--- config.mk ---
export PLATFORM = sky130hd
export DESIGN_NAME = clk_rst_seq_flat
export DESIGN_NICKNAME = d
export VERILOG_FILES = /design/src/rtl/clk_rst_seq_if.sv /design/src/rtl/clk_rst_seq.sv /design/src/flat_wrapper.sv
export SDC_FILE = /design/constraint.sdc
export NUM_CORES = 1
export LEC_CHECK = 0
export ABC_AREA = 1
export CAP_MARGIN = 20
export CORE_MARGIN = 2
export CORE_UTILIZATION = 29
export DETAILED_ROUTE_END_ITERATION = 6
export SYNTH_ARGS = -nofsm -noshare
export SYNTH_HDL_FRONTEND = slang
export SYNTH_SLANG_ARGS = --single-unit
--- constraint.sdc ---
create_clock -name clk_csr -period 1.7 [get_ports clk_csr]
set_clock_uncertainty 0.1 [all_clocks]
set_input_delay 0.34 -clock clk_csr [delete_from_list [all_inputs] [get_ports clk_csr]]
set_output_delay 0.34 -clock clk_csr [all_outputs]
set_load 0.1 [all_outputs]
--- src/rtl/clk_rst_seq_if.sv ---
// ---------------------------------------------------------------------------
// clk_rst_seq_if
// Bundles the status/control signals of the clock-subsystem reset sequencer.
//   pll_locked_i   PLL lock, synchronized to the CSR clock
//   clk_ok_i       per-domain clock-alive flags, synchronized to the CSR clock
//   sw_rst_req_i   single-cycle software request to re-run the sequence
//   fault_clr_i    single-cycle clear of the sticky fault flags
//   dom_rst_o      per-domain active-high resets
//   seq_done_o     all domains released
//   state_o        sequencer state code
//   fault_o        sticky lock/clock-loss flag
//   fault_dom_o    sticky record of clk_ok_i bits low at fault entry
//   restart_cnt_o  saturating count of fault entries
// The slave modport is the sequencer side; master is the CSR/stimulus side.
// ---------------------------------------------------------------------------
interface clk_rst_seq_if #(
  parameter int NUM_DOM = 5
);
  logic               pll_locked_i;
  logic [NUM_DOM-1:0] clk_ok_i;
  logic               sw_rst_req_i;
  logic               fault_clr_i;
  logic [NUM_DOM-1:0] dom_rst_o;
  logic               seq_done_o;
  logic [2:0]         state_o;
  logic               fault_o;
  logic [NUM_DOM-1:0] fault_dom_o;
  logic [7:0]         restart_cnt_o;

  modport master (
    output pll_locked_i, clk_ok_i, sw_rst_req_i, fault_clr_i,
    input  dom_rst_o, seq_done_o, state_o, fault_o, fault_dom_o, restart_cnt_o
  );

  modport slave (
    input  pll_locked_i, clk_ok_i, sw_rst_req_i, fault_clr_i,
    output dom_rst_o, seq_done_o, state_o, fault_o, fault_dom_o, restart_cnt_o
  );
endinterface

--- src/rtl/clk_rst_seq.sv ---
// ---------------------------------------------------------------------------
// clk_rst_seq
// Reset sequencer for the clock subsystem, clocked by the CSR clock.
// Waits for the PLL lock and all clock-alive flags to be stable, then releases
// the per-domain resets one by one in index order with a fixed gap. Any loss of
// lock/clock after the wait phase re-asserts every domain reset and records a
// sticky fault; a software request re-runs the sequence without a fault.
// Ports:
//   clk_csr   CSR clock, the only clock of this block
//   rst_csr   asynchronous active-high reset
//   bus       clk_rst_seq_if slave modport (status inputs, reset/CSR outputs)
// ---------------------------------------------------------------------------
module clk_rst_seq #(
  parameter int NUM_DOM         = 5,
  parameter int LOCK_STABLE_CYC = 1024,
  parameter int STEP_DLY_CYC    = 256,
  parameter int CNT_W           = 16
) (
  input  logic         clk_csr,
  input  logic         rst_csr,
  clk_rst_seq_if.slave bus
);

  localparam int IDX_W = (NUM_DOM > 1) ? $clog2(NUM_DOM) : 1;
  localparam logic [CNT_W-1:0] LOCK_LAST = CNT_W'(LOCK_STABLE_CYC - 1);
  localparam logic [CNT_W-1:0] STEP_LAST = CNT_W'(STEP_DLY_CYC - 1);
  localparam logic [IDX_W-1:0] IDX_LAST  = IDX_W'(NUM_DOM - 1);

  typedef enum logic [2:0] {
    IDLE      = 3'd0,
    WAIT_LOCK = 3'd1,
    RELEASE   = 3'd2,
    RUN       = 3'd3,
    FAULT     = 3'd4
  } state_t;

  state_t             state_q;
  logic [CNT_W-1:0]   cnt_q;
  logic [IDX_W-1:0]   idx_q;
  logic [NUM_DOM-1:0] dom_rst_q;
  logic               seq_done_q;
  logic               fault_q;
  logic [NUM_DOM-1:0] fault_dom_q;
  logic [7:0]         restart_cnt_q;
  logic               good;

  // Everything the sequencer watches collapses into one health flag.
  assign good = bus.pll_locked_i & (&bus.clk_ok_i);

  // Single-process sequencer. cnt_q is shared: it is the stability counter in
  // WAIT_LOCK and the inter-release step counter in RELEASE. The fault_clr_i
  // assignment comes first so that a fault entry on the same edge overrides it.
  always_ff @(posedge clk_csr or posedge rst_csr) begin
    if (rst_csr) begin
      state_q       <= IDLE;
      cnt_q         <= '0;
      idx_q         <= '0;
      dom_rst_q     <= '1;
      seq_done_q    <= 1'b0;
      fault_q       <= 1'b0;
      fault_dom_q   <= '0;
      restart_cnt_q <= '0;
    end else begin
      if (bus.fault_clr_i) begin
        fault_q     <= 1'b0;
        fault_dom_q <= '0;
      end
      case (state_q)
        IDLE: begin
          state_q <= WAIT_LOCK;
          cnt_q   <= '0;
        end
        WAIT_LOCK: begin
          dom_rst_q  <= '1;
          seq_done_q <= 1'b0;
          if (bus.sw_rst_req_i || !good) begin
            cnt_q <= '0;
          end else if (cnt_q == LOCK_LAST) begin
            state_q <= RELEASE;
            cnt_q   <= '0;
            idx_q   <= '0;
          end else begin
            cnt_q <= cnt_q + 1'b1;
          end
        end
        RELEASE, RUN: begin
          // Loss of health beats a simultaneous software request.
          if (!good) begin
            state_q     <= FAULT;
            cnt_q       <= '0;
            dom_rst_q   <= '1;
            seq_done_q  <= 1'b0;
            fault_q     <= 1'b1;
            fault_dom_q <= fault_dom_q | ~bus.clk_ok_i;
            if (restart_cnt_q != 8'hFF) begin
              restart_cnt_q <= restart_cnt_q + 8'd1;
            end
          end else if (bus.sw_rst_req_i) begin
            state_q    <= WAIT_LOCK;
            cnt_q      <= '0;
            dom_rst_q  <= '1;
            seq_done_q <= 1'b0;
          end else if (state_q == RELEASE) begin
            if (cnt_q == STEP_LAST) begin
              dom_rst_q[idx_q] <= 1'b0;
              cnt_q            <= '0;
              if (idx_q == IDX_LAST) begin
                state_q    <= RUN;
                seq_done_q <= 1'b1;
              end else begin
                idx_q <= idx_q + 1'b1;
              end
            end else begin
              cnt_q <= cnt_q + 1'b1;
            end
          end
        end
        FAULT: begin
          state_q <= WAIT_LOCK;
          cnt_q   <= '0;
        end
        default: begin
          state_q    <= IDLE;
          cnt_q      <= '0;
          dom_rst_q  <= '1;
          seq_done_q <= 1'b0;
        end
      endcase
    end
  end

  assign bus.dom_rst_o     = dom_rst_q;
  assign bus.seq_done_o    = seq_done_q;
  assign bus.state_o       = state_q;
  assign bus.fault_o       = fault_q;
  assign bus.fault_dom_o   = fault_dom_q;
  assign bus.restart_cnt_o = restart_cnt_q;

endmodule

--- src/flat_wrapper.sv ---
// flat-port wrapper written by rule: the top's interface ports become plain ports
module clk_rst_seq_flat 
#(
  parameter int NUM_DOM         = 5,
  parameter int LOCK_STABLE_CYC = 1024,
  parameter int STEP_DLY_CYC    = 256,
  parameter int CNT_W           = 16
)
  (clk_csr, rst_csr, bus_pll_locked_i, bus_clk_ok_i, bus_sw_rst_req_i, bus_fault_clr_i, bus_dom_rst_o, bus_seq_done_o, bus_state_o, bus_fault_o, bus_fault_dom_o, bus_restart_cnt_o);
  clk_rst_seq_if #(.NUM_DOM(NUM_DOM)) bus_i ();
  input  logic clk_csr;
  input  logic rst_csr;
  input wire logic [$bits(bus_i.pll_locked_i)-1:0] bus_pll_locked_i;
  input wire logic [$bits(bus_i.clk_ok_i)-1:0] bus_clk_ok_i;
  input wire logic [$bits(bus_i.sw_rst_req_i)-1:0] bus_sw_rst_req_i;
  input wire logic [$bits(bus_i.fault_clr_i)-1:0] bus_fault_clr_i;
  output wire logic [$bits(bus_i.dom_rst_o)-1:0] bus_dom_rst_o;
  output wire logic [$bits(bus_i.seq_done_o)-1:0] bus_seq_done_o;
  output wire logic [$bits(bus_i.state_o)-1:0] bus_state_o;
  output wire logic [$bits(bus_i.fault_o)-1:0] bus_fault_o;
  output wire logic [$bits(bus_i.fault_dom_o)-1:0] bus_fault_dom_o;
  output wire logic [$bits(bus_i.restart_cnt_o)-1:0] bus_restart_cnt_o;
  assign bus_i.pll_locked_i = bus_pll_locked_i;
  assign bus_i.clk_ok_i = bus_clk_ok_i;
  assign bus_i.sw_rst_req_i = bus_sw_rst_req_i;
  assign bus_i.fault_clr_i = bus_fault_clr_i;
  assign bus_dom_rst_o = bus_i.dom_rst_o;
  assign bus_seq_done_o = bus_i.seq_done_o;
  assign bus_state_o = bus_i.state_o;
  assign bus_fault_o = bus_i.fault_o;
  assign bus_fault_dom_o = bus_i.fault_dom_o;
  assign bus_restart_cnt_o = bus_i.restart_cnt_o;
  clk_rst_seq #(.NUM_DOM(NUM_DOM), .LOCK_STABLE_CYC(LOCK_STABLE_CYC), .STEP_DLY_CYC(STEP_DLY_CYC), .CNT_W(CNT_W)) u_core (.clk_csr(clk_csr), .rst_csr(rst_csr), .bus(bus_i));
endmodule
==> flow_summary.yaml, run 1 <==
sta:
  setup_ws_ns: -0.0285
  worst_slew_pin_slew_ns: 0.259
  timing.final.crit_share_pct: 102
  relSlewSlack_pct: 82.5
  max_clock_freq_ghz: 0.579
  hold_violations: 0
  tns_ns: -0.0504
  rsz0062_at_grt: "true"
  holdWs_ns: 0.192
  setup_viol: 3
  drv_slew: 0
  finalCriticalPeriod_ns: 1.73
die:
  core_area_sq_mm: 0.00809
  fp.dieH_um: 94.5
  die-width_um: 94.5
  rows: 33
  pin_count: 33
  start_util_pct: 29.4
  die_area_sq_mm: 0.00894
run:
  max_cap_viol_count: 0
cells_and_area:
  antenna_cells: 0
  nets: 378
  final_core_util_pct: 46.4
  fillerInstances: 783
  drive_gt1_share_pct: 42.5
  fin_area_sq_mm: 0.00376
  syn2layout_area_growth_pct: 58.0
  multi_input_area_sq_mm: 0.00134
  seqCellArea_sq_mm: 0.00108
  fin_cells: 470
synthesis:
  ys_types: 37
  synth_compound_area_share_pct: 9.68
  synthTopCellsByArea: "dfrtp_1 (39%), nand2_1 (8.4%), inv_1 (6.0%)"
  ys_seq_area_share_pct: 44.5
  synth_top_area_cell: "dfrtp_1"
  synthXorXnorAreaFrac_pct: 4.79
  synth_fa_ha_area_share_pct: 2.11
  synth-simple-area-share_pct: 31.5
  syn_area_sq_mm: 0.00238
  ys_seq_elements: 42
  syn_inst: 280
  avgSynthCellArea_sq_um: 8.49
  syn_nets: 294
  synth_top_family_by_area: "simple AND/OR/NAND/NOR gates"
  synthMuxAreaShare_pct: 0
  yosys_warnings: 0
  synth.top_cell.area_share_pct: 38.9
pwr:
  p_leak_nw: 1.77
  ir_drop_v: 0.000288
  netSwitchingPower_mw: 0.392
  swShare_pct: 21.1
  p_int_mw: 1.47
  comb_power_share_pct: 3.9
  power.density_mw_per_mm2: 495
  clkPwrFrac_pct: 42.4
  power_frac_seq_pct: 53.7
  total_power_mw: 1.86
drt:
  top_layer_used: "met4"
  wl_um: 5690
  drt_iter0_drc: 54
  viasPerCell: 4.55
  drt-met1-wl_um: 2450
  ant_nets: 0
  drcViolationCount: 0
  wire_per_inst_um: 12.1
  drtPass1Iterations: 4
  vias: 2137
  wl_met2_um: 2960
  wl_met3_um: 221
grt:
  grt_pass1_wl_um: 9520
  grt_pass1_vias: 2104
  overflow: 0
  grt_antenna_before_repair: 0
  grt_usage_pct: 13.3
  grt_max_degree: 43
critical_path:
  critical_path_class: "reg2reg"
  required_ns: 1.82
  rrSetupSlack_ns: -0.03
  arrival_ns: 1.85
  cp-end-kind: "register"
  crit_fanout: 8
  r2r_cells: 8
  startpoint_type: "register"
status:
  status: "complete, but fails checks"
  failed_checks: "negative setup slack"
cts:
  cts-root-buf: "clkbuf_8"
  cts_tree: "done"
  clkLatencyLatePin_ns: 0.30
  clock_sinks: 42
  holdBufCountCts: 0
  cts.path.max_buffers: 2
  clkTransAtPathRegs_ns: 0.08
  cts-buffers-inserted: 5
  cts_max_level: 2
place:
  dp.cells: 448
  hpwl_um: 4160
  port-buffer-count: 32
  postPlaceCellArea_sq_mm: 0.00337
  place_congestion: 0.802
  dp_slack_ns: -0.400
min_path:
  worstHoldPathType: "in2reg"
  whs_path_depth: 2
-- power by group through the flow --
stage                     combinational (mW)  sequential (mW)  clock (mW)
after floorplan                       0.0258             1.02           0
after global placement                0.0712             1.02           0
after detailed placement              0.0710             1.02           0
after CTS                             0.0738            0.999       0.816
after global routing                  0.0806            0.999       0.861
final                                 0.0731            0.999       0.788
-- cells by family (layout without fill, tap and decap cells) --
family | count (synthesis) | after routing
flops | 42 | 42
fa+ha+maj | 4 | 4
compound gates | 41 | 41
xor+xnor | 13 | 13
simple gates | 136 | 138
buf+inv | 44 | 127
-- cell type report --
cell class	count	area share [%]
Clock buffer	6	1.93
Clock inverter	2	0.999
Timing Repair Buffer	76	24.3
Sequential cell	42	28.8
Inverter	43	4.93
Tap cell	105	3.50
Multi-Input combinational cell	196	35.5
-- cells in the final DEF (no fill, tap or decap), drive strengths merged --
cell	instances
a21oi	8
o211ai	1
and2	1
ha	4
dfstp	5
xnor2	1
nand3b	1
nand2	64
inv	41
or2	2
nor3	5
o21bai	1
clkdlybuf4s50	3
bufinv	1
o21ai	27
xor2	12
nand4	6
buf	67
dfrtp	37
clkinvlp	2
dlygate4sd2	4
nor2	34
nor3b	1
clkinv	1
clkbuf	6
a2bb2oi	2
nand3	24
o31ai	2
dlymetal6s2s	2
-- sequential cells by signal, summed over array words and instances (netlist names) --
register                  count
u_core.cnt_q                 16
u_core.bus.restart_cnt_o      8
u_core.bus.dom_rst_o          5
u_core.bus.fault_dom_o        5
u_core.bus.state_o            3
u_core.idx_q                  3
u_core.bus.fault_o            1
u_core.bus.seq_done_o         1
-- metal layers --
layer / GRT usage [%] / vias to the layer above
li1: - / 1072
met3: 3.03 / 6
met1: 16.3 / 1020
met2: 23.8 / 39
met5: 0 / -
met4: 2.54 / 0
-- synthesized netlist by cell type, drive strengths merged --
cell type and n:
a21oi 8, a2bb2oi 2, and2 1, buf 1
clkinv 1, dfrtp 37, dfstp 5, ha 4
inv 42, nand2 64, nand3 23, nand3b 1
nand4 5, nor2 34, nor3 5, nor3b 1
o211ai 1, o21ai 27, o21bai 1, o31ai 2
or2 2, xnor2 1, xor2 12
-- worst max-delay path, stage by stage (launching register included) --
cell and delay [ns]:
dfrtp_4 0.49, inv_4 0.08, nand2_8 0.05, nor2_4 0.16, nand4_4 0.23, buf_4 0.22, nand3_4 0.12, o21ai_0 0.11
nor2_1 0.11
-- timing repair --
action                                  4_1_cts  5_1_grt
buffers inserted                              5        7
cloned                                        2        0
pin swaps                                     7       18
endpoints found under the setup margin       25       28
gates resized for setup                      12       33
-- path summary, 6_finish.rpt --
kind | to | start
max in group asynchronous | u_core.bus.dom_rst_o[1]$_DFFE_PP1P_ | rst_csr
min in group asynchronous | u_core.bus.restart_cnt_o[1]$_DFFE_PP0P_ | rst_csr
max reg2reg | u_core.cnt_q[13]$_DFFE_PP0P_ | u_core.bus.state_o[2]$_DFFE_PP0P_
min | u_core.bus.fault_dom_o[1]$_DFF_PP0_ | bus_clk_ok_i[1]
max | u_core.cnt_q[13]$_DFFE_PP0P_ | u_core.bus.state_o[2]$_DFFE_PP0P_
min reg2reg | u_core.bus.dom_rst_o[3]$_DFFE_PP1P_ | u_core.bus.dom_rst_o[3]$_DFFE_PP1P_
No activity file was read; power rests on OpenSTA's default activity.
==> inputs of run 2 (changes only) <==
GPL_TIMING_DRIVEN = 0   (was not set)
HOLD_SLACK_MARGIN = 0.1   (was not set)
==> flow_summary.yaml, run 2 (synthesis results as in run 1) <==
status:
  status: "finished clean"
cells_and_area:
  antenna_cells: 0
  nets: 360
  largest_register_ffs: 16
  syn2layout_area_growth_pct: 42.2
  seqCellArea_sq_mm: 0.00108
  fillerInstances: 815
  final_core_util_pct: 41.8
  drive_gt1_share_pct: 40.9
  largest-register: "u_core.cnt_q"
  fin_area_sq_mm: 0.00338
  fin_cells: 452
  layout_commonest_cell: "nand2_1"
  final_cell_mix: "nand2_1 (43), inv_1 (32), buf_4 (25)"
  multi_input_area_sq_mm: 0.00137
grt:
  grt_pass1_wl_um: 9210
  grt_max_degree: 23
  grt_antenna_before_repair: 0
  grt_usage_pct: 13.0
  overflow: 0
  grt_pass1_vias: 1984
cts:
  cts-buffers-inserted: 5
  cts.path.max_buffers: 2
  cts_tree: "done"
  cts_max_level: 2
  cts-root-buf: "clkbuf_8"
  clkTransAtPathRegs_ns: 0.08
  clock_sinks: 42
  clkLatencyLatePin_ns: 0.30
sta:
  finalCriticalPeriod_ns: 1.69
  rsz0062_at_grt: "true"
  hold_violations: 0
  setup_ws_ns: 0.0145
  tns_ns: 0
  holdWs_ns: 0.183
  setup_viol: 0
  drv_slew: 0
  worst_slew_pin_slew_ns: 0.557
  timing.final.crit_share_pct: 99.1
  max_clock_freq_ghz: 0.593
  relSlewSlack_pct: 63.1
run:
  max_cap_viol_count: 0
critical_path:
  cp-end-kind: "register"
  critical_path_class: "reg2reg"
  crit_fanout: 5
  startpoint_type: "register"
  rrSetupSlack_ns: 0.01
  required_ns: 1.79
  arrival_ns: 1.78
drt:
  viasPerCell: 4.54
  drtPass1Iterations: 4
  wl_um: 5630
  wire_per_inst_um: 12.5
  drt_iter0_drc: 49
  vias: 2051
  ant_nets: 0
  drcViolationCount: 0
place:
  hpwl_um: 3690
  port-buffer-count: 32
  dp_slack_ns: -0.428
  postPlaceCellArea_sq_mm: 0.00293
  place_congestion: 0.768
  dp.cells: 418
die:
  die_area_sq_mm: 0.00894
  die-width_um: 94.5
  core_area_sq_mm: 0.00809
  rows: 33
  pin_count: 33
  start_util_pct: 29.4
  fp.dieH_um: 94.5
pwr:
  power.density_mw_per_mm2: 555
  total_power_mw: 1.88
  ir_drop_v: 0.000234
  p_leak_nw: 1.57
min_path:
  worstHoldPathType: "in2reg"
run 2: cell count changes in the layout (fill, tap and decap cells not counted), moves of 2 or more:
cell,delta
buf_4,-15
dfrtp_1,-3
clkdlybuf4s15_2,+5
buf_12,-24
clkdlybuf4s18_2,+3
buf_2,+10
inv_4,-2
dfrtp_2,+3
run 2: worst max-delay path, stage by stage, from the launching register on:
cell and delay [ns]:
dfrtp_1 0.44, nand2_4 0.11, nor2_4 0.12, nand3_2 0.09, nor2_4 0.17, nand2_2 0.10
nand3_4 0.10, nand3_4 0.16, o21ai_1 0.15, nor2_2 0.04
run 2: timing repair:
item	4_1_cts	5_1_grt
pin swaps	15	23
endpoints found under the setup margin	51	37
setup buffers	7	16
hold buffers	0	0
cloned	3	0
resized for setup	116	46
run 2: metal layers:
layer  track usage (%)  up-vias  wire, um
li1                  -     1028         -
met1              17.6      979      2590
met2              20.2       36      2680
met3              3.19        8       283
met4              4.47        0        78
met5                 0        -         0
run 2: final timing paths:
path	end	from	cells after the start
max	u_core.cnt_q[13]$_DFFE_PP0P_	u_core.cnt_q[3]$_DFFE_PP0P_	9
min	u_core.bus.fault_dom_o[1]$_DFF_PP0_	bus_clk_ok_i[1]	2
max reg2reg	u_core.cnt_q[13]$_DFFE_PP0P_	u_core.cnt_q[3]$_DFFE_PP0P_	9
min reg2reg	u_core.bus.dom_rst_o[1]$_DFFE_PP1P_	u_core.bus.dom_rst_o[1]$_DFFE_PP1P_	2
max in group asynchronous	u_core.idx_q[1]$_DFFE_PP0P_	rst_csr	3
min in group asynchronous	u_core.bus.restart_cnt_o[0]$_DFFE_PP0P_	rst_csr	2
run 2: power breakdown:
part | switching, mW | internal, mW | total (mW)
Sequential | 0.000161 | 0.998 | 0.999
Clock | 0.362 | 0.440 | 0.802
Combinational | 0.0447 | 0.0309 | 0.0756
run 2: layout make-up:
| class | instances | area share [%] |
|---|---|---|
| multi-input cells | 196 | 40.5 |
| flip-flops and latches | 42 | 32.1 |
| repair buffers | 57 | 14.5 |
| inverters | 43 | 5.48 |
| well taps | 105 | 3.89 |
| clock buffers | 7 | 2.26 |
| clock inverters | 1 | 0.888 |
| plain buffers | 1 | 0.333 |
==> inputs of run 3 (changes only) <==
CORE_UTILIZATION = 45   (was 29)
GPL_ROUTABILITY_DRIVEN = 1   (was not set)
PLACE_DENSITY = 0.7   (was not set)
==> flow_summary.yaml, run 3 (synthesis results as in run 1) <==
sta:
  timing.final.crit_share_pct: 101
  max_clock_freq_ghz: 0.585
  setup_viol: 1
  setup_ws_ns: -0.0103
  relSlewSlack_pct: 63.4
  holdWs_ns: 0.184
  finalCriticalPeriod_ns: 1.71
  tns_ns: -0.0103
  drv_slew: 0
  hold_violations: 0
  rsz0062_at_grt: "true"
  worst_slew_pin_slew_ns: 0.552
cells_and_area:
  fillerInstances: 431
  fin_area_sq_mm: 0.00331
  syn2layout_area_growth_pct: 39.1
  final_core_util_pct: 64.7
  drive_gt1_share_pct: 39.8
  final_cell_mix: "nand2_1 (45), inv_1 (33), buf_4 (25)"
  fin_cells: 417
  antenna_cells: 0
  largest_register_ffs: 16
  largest-register: "u_core.cnt_q"
  layout_commonest_cell: "nand2_1"
  nets: 360
drt:
  wl_um: 5480
  vias: 2048
  viasPerCell: 4.91
  drtPass1Iterations: 4
  wire_per_inst_um: 13.1
  drt_iter0_drc: 92
  ant_nets: 0
  drcViolationCount: 0
cts:
  cts-buffers-inserted: 5
  cts.path.max_buffers: 2
  cts_tree: "done"
  holdBufCountCts: 0
  cts_max_level: 2
  cts-root-buf: "clkbuf_8"
  clkTransAtPathRegs_ns: 0.08
  clock_sinks: 42
  clkLatencyLatePin_ns: 0.30
min_path:
  whs_path_depth: 2
  min_from: "bus_clk_ok_i[1]"
  worstHoldPathType: "in2reg"
  min_to: "u_core.bus.fault_dom_o[1]$_DFF_PP0_"
critical_path:
  crit_fanout: 8
  max_stage_delay_ns: 0.50
  rrSetupSlack_ns: 0.03
  crit_chain: "buf_2"
  arrival_ns: 1.27
  startpoint_type: "register"
  cpMaxStageDelayCell: "dfrtp_2"
  required_ns: 1.26
  crit_family: "flip-flops"
  r2r_cells: 8
  crit_buf_inv: 1
  r2r_end: "u_core.cnt_q[14]$_DFFE_PP0P_"
  r2r-start: "u_core.cnt_q[0]$_DFFE_PP0P_"
  cp-end-kind: "output port"
  critical_path_class: "reg2out"
place:
  port-buffer-count: 32
  dp_slack_ns: -0.399
  postPlaceCellArea_sq_mm: 0.00288
  dp.cells: 383
  place_congestion: 0.820
  hpwl_um: 3580
pwr:
  ir_drop_v: 0.000402
  power.density_mw_per_mm2: 562
  p_leak_nw: 1.58
  total_power_mw: 1.86
grt:
  grt_max_degree: 43
  grt_usage_pct: 19.1
  grt_pass1_vias: 1968
  grt_pass1_wl_um: 9170
  overflow: 0
  grt_antenna_before_repair: 0
run:
  max_cap_viol_count: 0
die:
  core_area_sq_mm: 0.00511
  pin_count: 33
  fp.dieH_um: 76.7
  start_util_pct: 46.5
  die_area_sq_mm: 0.00588
  rows: 26
  die-width_um: 76.7
status:
  status: "complete, but fails checks"
  failed_checks: "negative setup slack"
-- run 3: changes by cell type in the layout (fill, tap and decap cells not counted), moves of 2 or more --
cell / previous run / this run
o21ai_1: 10 / 8
o21ai_0: 13 / 15
inv_6: 2 / 0
clkdlybuf4s15_2: 5 / 8
nand2_1: 43 / 45
dlygate4sd2_1: 4 / 2
-- run 3: what timing repair did --
item                                    in CTS  in global routing
pin swaps                                   15                 22
setup buffers                               10                 13
endpoints found under the setup margin      53                 33
gates cloned                                 3                  0
endpoints found under the hold margin        0                  0
gates resized for setup                    117                 27
-- run 3: worst max-delay path by stage --
stage                                                       start                                 endpoint  slack (ns)  depth (start not counted)
final                           u_core.bus.state_o[0]$_DFFE_PP0P_                           bus_state_o[0]       -0.01                          1
after global routing                  u_core.cnt_q[0]$_DFFE_PP0P_              u_core.cnt_q[1]$_DFFE_PP0P_       -0.10                          9
after CTS                       u_core.bus.state_o[2]$_DFFE_PP0P_              u_core.cnt_q[4]$_DFFE_PP0P_      -0.004                          8
after detailed placement      u_core.bus.dom_rst_o[4]$_DFFE_PP1P_                         bus_dom_rst_o[4]       -0.40                          1
after global placement                                    rst_csr        u_core.bus.state_o[1]$_DFFE_PP0P_       -0.88                          2
after floorplan           u_core.bus.restart_cnt_o[0]$_DFFE_PP0P_  u_core.bus.restart_cnt_o[4]$_DFFE_PP0P_       -0.06                          9
-- run 3: per-layer routing --
| layer | routed length (um) | share of wire (%) | global-route usage (%) | vias up |
|---|---|---|---|---|
| met1 | 2580 | 47 | 25.2 | 970 |
| met2 | 2650 | 48 | 31.5 | 35 |
| met3 | 151 | 2.8 | 4.00 | 9 |
| met4 | 99 | 1.8 | 5.82 | 0 |
| met5 | 0 | 0 | 0 | - |
| li1 | - | - | - | 1034 |
-- run 3: power by group --
| part | total [mW] | internal (mW) | switching [mW] |
|---|---|---|---|
| Combinational | 0.0695 | 0.0281 | 0.0415 |
| Sequential | 0.999 | 0.998 | 0.000169 |
| Clock | 0.791 | 0.438 | 0.353 |
-- run 3: final cells by class --
type	count	area [sq um]	area share [%]
buffer	1	11.3	0.341
inverter	43	174	5.26
multi-input combinational	196	1350	40.8
timing repair buffer	57	492	14.9
tap	70	87.6	2.65
clock buffer	6	72.6	2.20
sequential	42	1080	32.8
clock inverter	2	37.5	1.14
